--- config.mk ---
export PLATFORM = sky130hd
export DESIGN_NAME = regfile_arbiter
export DESIGN_NICKNAME = d
export VERILOG_FILES = /design/src/rtl/regfile_arbiter.sv
export SDC_FILE = /design/constraint.sdc
export NUM_CORES = 1
export LEC_CHECK = 0
export ABC_CLOCK_PERIOD_IN_PS = 2000
export CAP_MARGIN = 20
export CORE_ASPECT_RATIO = 1.5
export CORE_MARGIN = 4
export CORE_UTILIZATION = 56
export CTS_CLUSTER_DIAMETER = 30
export CTS_CLUSTER_SIZE = 25
export DETAILED_ROUTE_END_ITERATION = 16
export DONT_BUFFER_PORTS = 1
export PLACE_DENSITY = 0.78
export SLEW_MARGIN = 0
export SYNTH_ARGS = -nofsm -noshare
export SYNTH_HDL_FRONTEND = slang
export SYNTH_SLANG_ARGS = --single-unit
--- constraint.sdc ---
create_clock -name clock -period 2 [get_ports clock]
set_clock_uncertainty 0.2 [all_clocks]
set_input_delay 0.2 -clock clock [delete_from_list [all_inputs] [get_ports clock]]
set_output_delay 0.2 -clock clock [all_outputs]
set_load 0.005 [all_outputs]
--- src/rtl/regfile_arbiter.sv ---
// Two-port register-file arbiter (core port 0, debug port 1) with a background
// scan engine that reads out every register pair while sharing slots with port 0.
module regfile_arbiter #(
  parameter int unsigned SCAN_LAST = 15
) (
  input  logic        clock,
  input  logic        nreset,
  input  logic        req0,
  input  logic        req1,
  input  logic        we0,
  input  logic        we1,
  input  logic [1:0]  be0,
  input  logic [1:0]  be1,
  input  logic [9:0]  addr0,
  input  logic [9:0]  addr1,
  input  logic [15:0] wdata0,
  input  logic [15:0] wdata1,
  output logic        ack0,
  output logic        ack1,
  output logic        rvalid0,
  output logic        rvalid1,
  output logic [15:0] rdata0,
  output logic [15:0] rdata1,
  input  logic        scan_start,
  output logic        scan_busy,
  output logic        scan_valid,
  output logic [3:0]  scan_index,
  output logic [15:0] scan_data,
  output logic        scan_done,
  output logic [1:0]  rf_wr_en,
  output logic [1:0]  rf_rd_en,
  output logic [9:0]  rf_wr_addr,
  output logic [9:0]  rf_rd_addr,
  output logic [15:0] rf_data_in,
  input  logic [15:0] rf_data_out
);

  localparam logic [3:0] LAST_K = 4'(SCAN_LAST);

  typedef enum logic {IDLE, SCAN} state_e;
  typedef enum logic [1:0] {SRC_NONE, SRC_P0, SRC_P1, SRC_SCAN} src_e;

  state_e      state_q, state_d;
  src_e        pend_q, pend_d;
  logic [3:0]  scan_k_q, scan_k_d;
  logic [3:0]  pend_idx_q, pend_idx_d;
  logic [1:0]  pend_be_q, pend_be_d;
  logic        prio1_q, prio1_d;
  logic        ack0_q, ack0_d, ack1_q, ack1_d;
  logic        rvalid0_q, rvalid0_d, rvalid1_q, rvalid1_d;
  logic [15:0] rdata0_q, rdata0_d, rdata1_q, rdata1_d;
  logic        scan_busy_q, scan_busy_d, scan_valid_q, scan_valid_d;
  logic        scan_done_q, scan_done_d;
  logic [3:0]  scan_index_q, scan_index_d;
  logic [15:0] scan_data_q, scan_data_d;
  logic [1:0]  rf_wr_en_q, rf_wr_en_d, rf_rd_en_q, rf_rd_en_d;
  logic [9:0]  rf_wr_addr_q, rf_wr_addr_d, rf_rd_addr_q, rf_rd_addr_d;
  logic [15:0] rf_data_in_q, rf_data_in_d;

  logic scan_accept, elig0, elig1, grant0, grant1;

  function automatic logic [15:0] lane_mask(input logic [15:0] d, input logic [1:0] be);
    return d & {{8{be[1]}}, {8{be[0]}}};
  endfunction

  // A held request is invisible for one cycle after its ack, so it cannot issue twice.
  // Port 1 stays off the bus from scan acceptance until the final scan read has returned.
  assign scan_accept = (state_q == IDLE) && scan_start;
  assign elig0  = req0 && !ack0_q;
  assign elig1  = req1 && !ack1_q && (state_q == IDLE) && !scan_accept && (pend_q != SRC_SCAN);
  assign grant0 = elig0 && (!elig1 || !prio1_q);
  assign grant1 = elig1 && !grant0;

  always_comb begin
    // NOTE: every _d gets a default here so no path leaves a value unassigned (no latches).
    state_d      = state_q;
    scan_k_d     = scan_k_q;
    prio1_d      = prio1_q;
    pend_d       = SRC_NONE;
    pend_be_d    = pend_be_q;
    pend_idx_d   = pend_idx_q;
    ack0_d       = 1'b0;
    ack1_d       = 1'b0;
    rvalid0_d    = 1'b0;
    rvalid1_d    = 1'b0;
    rdata0_d     = rdata0_q;
    rdata1_d     = rdata1_q;
    scan_valid_d = 1'b0;
    scan_done_d  = 1'b0;
    scan_index_d = scan_index_q;
    scan_data_d  = scan_data_q;
    rf_wr_en_d   = 2'b00;
    rf_rd_en_d   = 2'b00;
    rf_wr_addr_d = rf_wr_addr_q;
    rf_rd_addr_d = rf_rd_addr_q;
    rf_data_in_d = rf_data_in_q;

    // Return data for the read issued on the previous edge.
    unique case (pend_q)
      SRC_P0: begin
        rvalid0_d = 1'b1;
        rdata0_d  = lane_mask(rf_data_out, pend_be_q);
      end
      SRC_P1: begin
        rvalid1_d = 1'b1;
        rdata1_d  = lane_mask(rf_data_out, pend_be_q);
      end
      SRC_SCAN: begin
        scan_valid_d = 1'b1;
        scan_index_d = pend_idx_q;
        scan_data_d  = rf_data_out;
        scan_done_d  = (pend_idx_q == LAST_K);
      end
      default: ;
    endcase

    if (grant0) begin
      ack0_d  = 1'b1;
      prio1_d = 1'b1;
      if (we0) begin
        rf_wr_en_d   = be0;
        rf_wr_addr_d = addr0;
        rf_data_in_d = wdata0;
      end else begin
        rf_rd_en_d   = be0;
        rf_rd_addr_d = addr0;
        pend_d       = SRC_P0;
        pend_be_d    = be0;
      end
    end else if (grant1) begin
      ack1_d  = 1'b1;
      prio1_d = 1'b0;
      if (we1) begin
        rf_wr_en_d   = be1;
        rf_wr_addr_d = addr1;
        rf_data_in_d = wdata1;
      end else begin
        rf_rd_en_d   = be1;
        rf_rd_addr_d = addr1;
        pend_d       = SRC_P1;
        pend_be_d    = be1;
      end
    end else if (state_q == SCAN) begin
      rf_rd_en_d   = 2'b11;
      rf_rd_addr_d = {scan_k_q, 1'b1, scan_k_q, 1'b0};
      pend_d       = SRC_SCAN;
      pend_idx_d   = scan_k_q;
      if (scan_k_q == LAST_K) begin
        state_d  = IDLE;
        scan_k_d = '0;
      end else begin
        scan_k_d = scan_k_q + 4'd1;
      end
    end

    if (scan_accept) begin
      state_d  = SCAN;
      scan_k_d = '0;
    end

    scan_busy_d = (state_d == SCAN) || (pend_d == SRC_SCAN) || scan_done_d;
  end

  always_ff @(posedge clock) begin
    // NOTE: reset clears every flop, including the pending-read tracker, so a read or
    // scan in flight at reset never produces a late rvalid/scan_valid.
    if (!nreset) begin
      state_q      <= IDLE;
      pend_q       <= SRC_NONE;
      scan_k_q     <= '0;
      pend_idx_q   <= '0;
      pend_be_q    <= '0;
      prio1_q      <= 1'b0;
      ack0_q       <= 1'b0;
      ack1_q       <= 1'b0;
      rvalid0_q    <= 1'b0;
      rvalid1_q    <= 1'b0;
      rdata0_q     <= '0;
      rdata1_q     <= '0;
      scan_busy_q  <= 1'b0;
      scan_valid_q <= 1'b0;
      scan_done_q  <= 1'b0;
      scan_index_q <= '0;
      scan_data_q  <= '0;
      rf_wr_en_q   <= '0;
      rf_rd_en_q   <= '0;
      rf_wr_addr_q <= '0;
      rf_rd_addr_q <= '0;
      rf_data_in_q <= '0;
    end else begin
      // NOTE: non-blocking assignments so every flop samples the pre-edge value of its _d.
      state_q      <= state_d;
      pend_q       <= pend_d;
      scan_k_q     <= scan_k_d;
      pend_idx_q   <= pend_idx_d;
      pend_be_q    <= pend_be_d;
      prio1_q      <= prio1_d;
      ack0_q       <= ack0_d;
      ack1_q       <= ack1_d;
      rvalid0_q    <= rvalid0_d;
      rvalid1_q    <= rvalid1_d;
      rdata0_q     <= rdata0_d;
      rdata1_q     <= rdata1_d;
      scan_busy_q  <= scan_busy_d;
      scan_valid_q <= scan_valid_d;
      scan_done_q  <= scan_done_d;
      scan_index_q <= scan_index_d;
      scan_data_q  <= scan_data_d;
      rf_wr_en_q   <= rf_wr_en_d;
      rf_rd_en_q   <= rf_rd_en_d;
      rf_wr_addr_q <= rf_wr_addr_d;
      rf_rd_addr_q <= rf_rd_addr_d;
      rf_data_in_q <= rf_data_in_d;
    end
  end

  assign ack0       = ack0_q;
  assign ack1       = ack1_q;
  assign rvalid0    = rvalid0_q;
  assign rvalid1    = rvalid1_q;
  assign rdata0     = rdata0_q;
  assign rdata1     = rdata1_q;
  assign scan_busy  = scan_busy_q;
  assign scan_valid = scan_valid_q;
  assign scan_index = scan_index_q;
  assign scan_data  = scan_data_q;
  assign scan_done  = scan_done_q;
  assign rf_wr_en   = rf_wr_en_q;
  assign rf_rd_en   = rf_rd_en_q;
  assign rf_wr_addr = rf_wr_addr_q;
  assign rf_rd_addr = rf_rd_addr_q;
  assign rf_data_in = rf_data_in_q;

endmodule

==> summary.md <==
| Metric | Value |
|---|---|
| Vias in the first global route | `4743` |
| Iter 0 DRT Violations | `388` |
| Clock Sinks | `113` |
| Static leakage | `2.35 nW` |
| Setup violations, final | `24` |
| Final non-filler cell area | `6510 um^2` |
| Clk Latency, worst-skew pair | `0.40 ns` |
| Layout net count | `711` |
| Final Hold Violating Endpoints | `0` |
| Slew HR | `58.1%` |
| Max Slew Vio Count | `0` |
| Pre-antenna DRT Iters | `5` |
| Leading area contributor after synthesis | `dfxtp_1` |
| Max cap viols | `0` |
| Placement Setup Slack | `-0.0283 ns` |
| Chip width | `82.3 um` |
| Period Utilization, post-route | `103%` |
| Initial antenna violation count | `2` |
| Root buffer cell | `clkbuf_16` |
| Worst-Margin Slew | `0.627 ns` |
| Post-synth top area share | `48.8%` |
| Worst hold slack | `0.0589 ns` |
| Startpoint Class | `flop` |
| CP Class | `flop to flop` |
| Die area | `9820 um^2` |
| Fraction of layout cells with a size suffix above 1 | `17.6%` |
| Top-count cell post-synth | `nand2_1` |
| Wirelength per Cell | `22.7 um` |
| Crit-path cells | `a211o_4 > o211a_1 > buf_4 > nor3_1 > a311oi_2` |
| Sequential area share after synthesis | `48.8%` |
| IO buf count | `0` |
| Worst min path class | `primary input to flop` |
| Setup tns final | `-0.343 ns` |
| Crit path from | `pend_q[0]` |
| Vias | `4879` |
| Clock Path Buffers | `2` |
| DRT antenna net count | `0` |
| Clock slew at reported path FFs | `0.05 ns` |
| Row Count | `40` |
| Worst path slowest cell | `nor3_1` |
| Total grt overflow | `0` |
| CTS tree | `built` |
| Cell count of the worst reg-to-reg path | `5` |
| Syn Std Cell Area | `4630 um^2` |
| Worst reg2reg setup slack | `-0.05 ns` |
| #FFs+latches synth | `113` |
| DRC Markers | `0` |
| Netlist cell types | `47` |
| CP endpoint | `rf_data_in[1]` |
| Area grow syn2layout | `40.5%` |
| First-pass GRT wire length | `23400 um` |
| Power per cell area | `988 nW/um^2` |
| Data required, critical path | `2.06 ns` |
| Core ar. | `8060 um^2` |
| Fillers | `447` |
| I/O pin cnt | `178` |
| Tot GR Track Use | `31.1%` |
| Peak supply drop | `0.830 mV` |
| Top delay family on crit path | `compound AO/OA/AOI/OAI gates` |
| Cell Area, Placed | `4820 um^2` |
| Synth top cells by count | `nand2_1, dfxtp_1, a21oi_1, nand3_1, clkbuf_1` |
| Synth Flop Type | `dfxtp_1` |
| CP Buf/Inv Count | `1` |
| Initial core utilization | `57.5%` |
| RSZ-0062 raised after global routing | `true` |
| Violated checks | `negative setup slack` |
| Die height | `119 um` |
| RePlAce Congestion | `0.851` |
| DRT Wirelength | `17000 um` |
| Crit. path cell count | `5` |
| Largest net degree at the start of global routing | `58` |
| Syn Nets | `619` |
| Status | `finished, violations left` |
| RR Endpoint | `rf_data_in[1]` |
| Worst Path Arrival | `2.12 ns` |
| Fmax | `0.487 GHz` |
| Post-synth EDFFs | `0` |
| FF-to-FF Start | `pend_q[0]` |
| Final core occ | `80.8%` |
| Crit. End Element | `flop` |
| Hpwl dp | `9080 um` |
| Vias/cell | `6.51` |
| H-tree depth | `4` |
| Min Clock Period, post-route | `2.05 ns` |
| Synth Area per Inst | `8.60 um^2` |
| Yosys warnings | `0` |
| Async SR Flop Fraction | `0%` |
| Critical Path Max Stage Delay | `0.41 ns` |
| Final setup margin | `-0.0546 ns` |
| Top post-synthesis cells by area | `dfxtp_1, nand2_1, a21oi_1, a311oi_2, nand3_1` |
| Worst-path maximum fanout | `28` |
| Synthesized instance count | `539` |
| TritonCTS Buffers | `17` |
[per-layer routing]
layer | routed length [um] | part of all wire [%] | global-route usage (%) | vias up
met5 | 0 | 0 | 0 | -
met1 | 5410 | 32 | 31.4 | 2232
li1 | - | - | - | 2101
met2 | 8240 | 48 | 52.1 | 421
met3 | 2060 | 12 | 12.2 | 125
met4 | 1320 | 7.8 | 18.2 | 0
[logic make-up (layout without fill, tap and decap cells)]
family	count (synthesis)	in the layout	synth area share [%]
AND/OR/NAND/NOR	241	241	23.3
AO/OA/AOI/OAI	133	133	22.0
flip-flops	113	113	48.8
buffers and inverters	50	153	5.43
adder cells (fa/ha/maj)	1	1	0.270
XOR/XNOR	1	1	0.189
other	0	2	0
[power breakdown]
| part | internal [mW] | leakage (nW) | switching, mW |
|---|---|---|---|
| registers | 2.36 | 0.921 | 0.116 |
| logic | 0.363 | 1.12 | 0.435 |
| clock network | 2.18 | 0.309 | 0.985 |
[registers in the layout (all words and copies together) (netlist names), 2 cells and up]
register / count
rf_rd_addr: 10
rdata0: 16
scan_data: 16
pend_q: 2
scan_k_q: 4
pend_be_q: 2
rf_rd_en: 2
rf_data_in: 16
pend_idx_q: 4
rf_wr_en: 2
rdata1: 16
scan_index: 4
rf_wr_addr: 10
[cell type report]
type | instances | area (um^2) | share of cell area (%)
clock inverters | 4 | 95.1 | 1.46
multi-input cells | 376 | 2220 | 34.1
repair buffers | 121 | 1250 | 19.2
diodes | 2 | 5.00 | 0.0769
well taps | 105 | 131 | 2.02
flip-flops and latches | 113 | 2260 | 34.8
clock buffers | 26 | 529 | 8.13
inverters | 2 | 8.76 | 0.135
[per-stage QoR]
stage,total power [mW],instances
global placement,2.98,627
floorplan,2.85,539
detailed placement,3.01,627
global route,6.60,749
CTS,6.27,738
finish,6.43,749
[layout by cell type (no fill, tap or decap), types with 4 or more instances in the layout]
cell type / count
dfxtp_1: 111
nor3_1: 29
o41ai_1: 7
nor2_1: 16
nand2_1: 139
a311oi_2: 25
clkbuf_16: 21
nand3_1: 34
a31oi_1: 8
dlygate4sd3_1: 80
a21oi_1: 61
buf_4: 27
a22oi_1: 8
clkbuf_8: 7
buf_6: 5
buf_12: 4
o21ai_0: 4
[how the worst min path moves through the flow]
stage | startpoint | slack, ns | depth (start not counted) | end
floorplan | nreset | 0.12 | 2 | rf_rd_addr[0]
global placement | nreset | 0.12 | 1 | pend_be_q[0]
detailed placement | nreset | 0.12 | 1 | pend_be_q[0]
CTS | req1 | 0.06 | 4 | ack0
global route | we1 | 0.1 | 4 | pend_be_q[1]
finish | we1 | 0.06 | 4 | pend_be_q[1]
[worst register-to-register path: stages, from the launching register on]
cell,delay [ns]
dfxtp_2,0.34
a211o_4,0.38
o211a_1,0.25
buf_4,0.25
nor3_1,0.41
a311oi_2,0.09
[repair_timing]
item                       4_1_cts  5_1_grt
pin swaps                        1       10
setup endpoints to repair       22       33
gates resized for setup          1       24
hold endpoints to repair       105        0
cloned                           0        6
hold buffers                    81        0
buffers inserted                 0        3
Note: power is estimated with default switching activity, not from simulation.
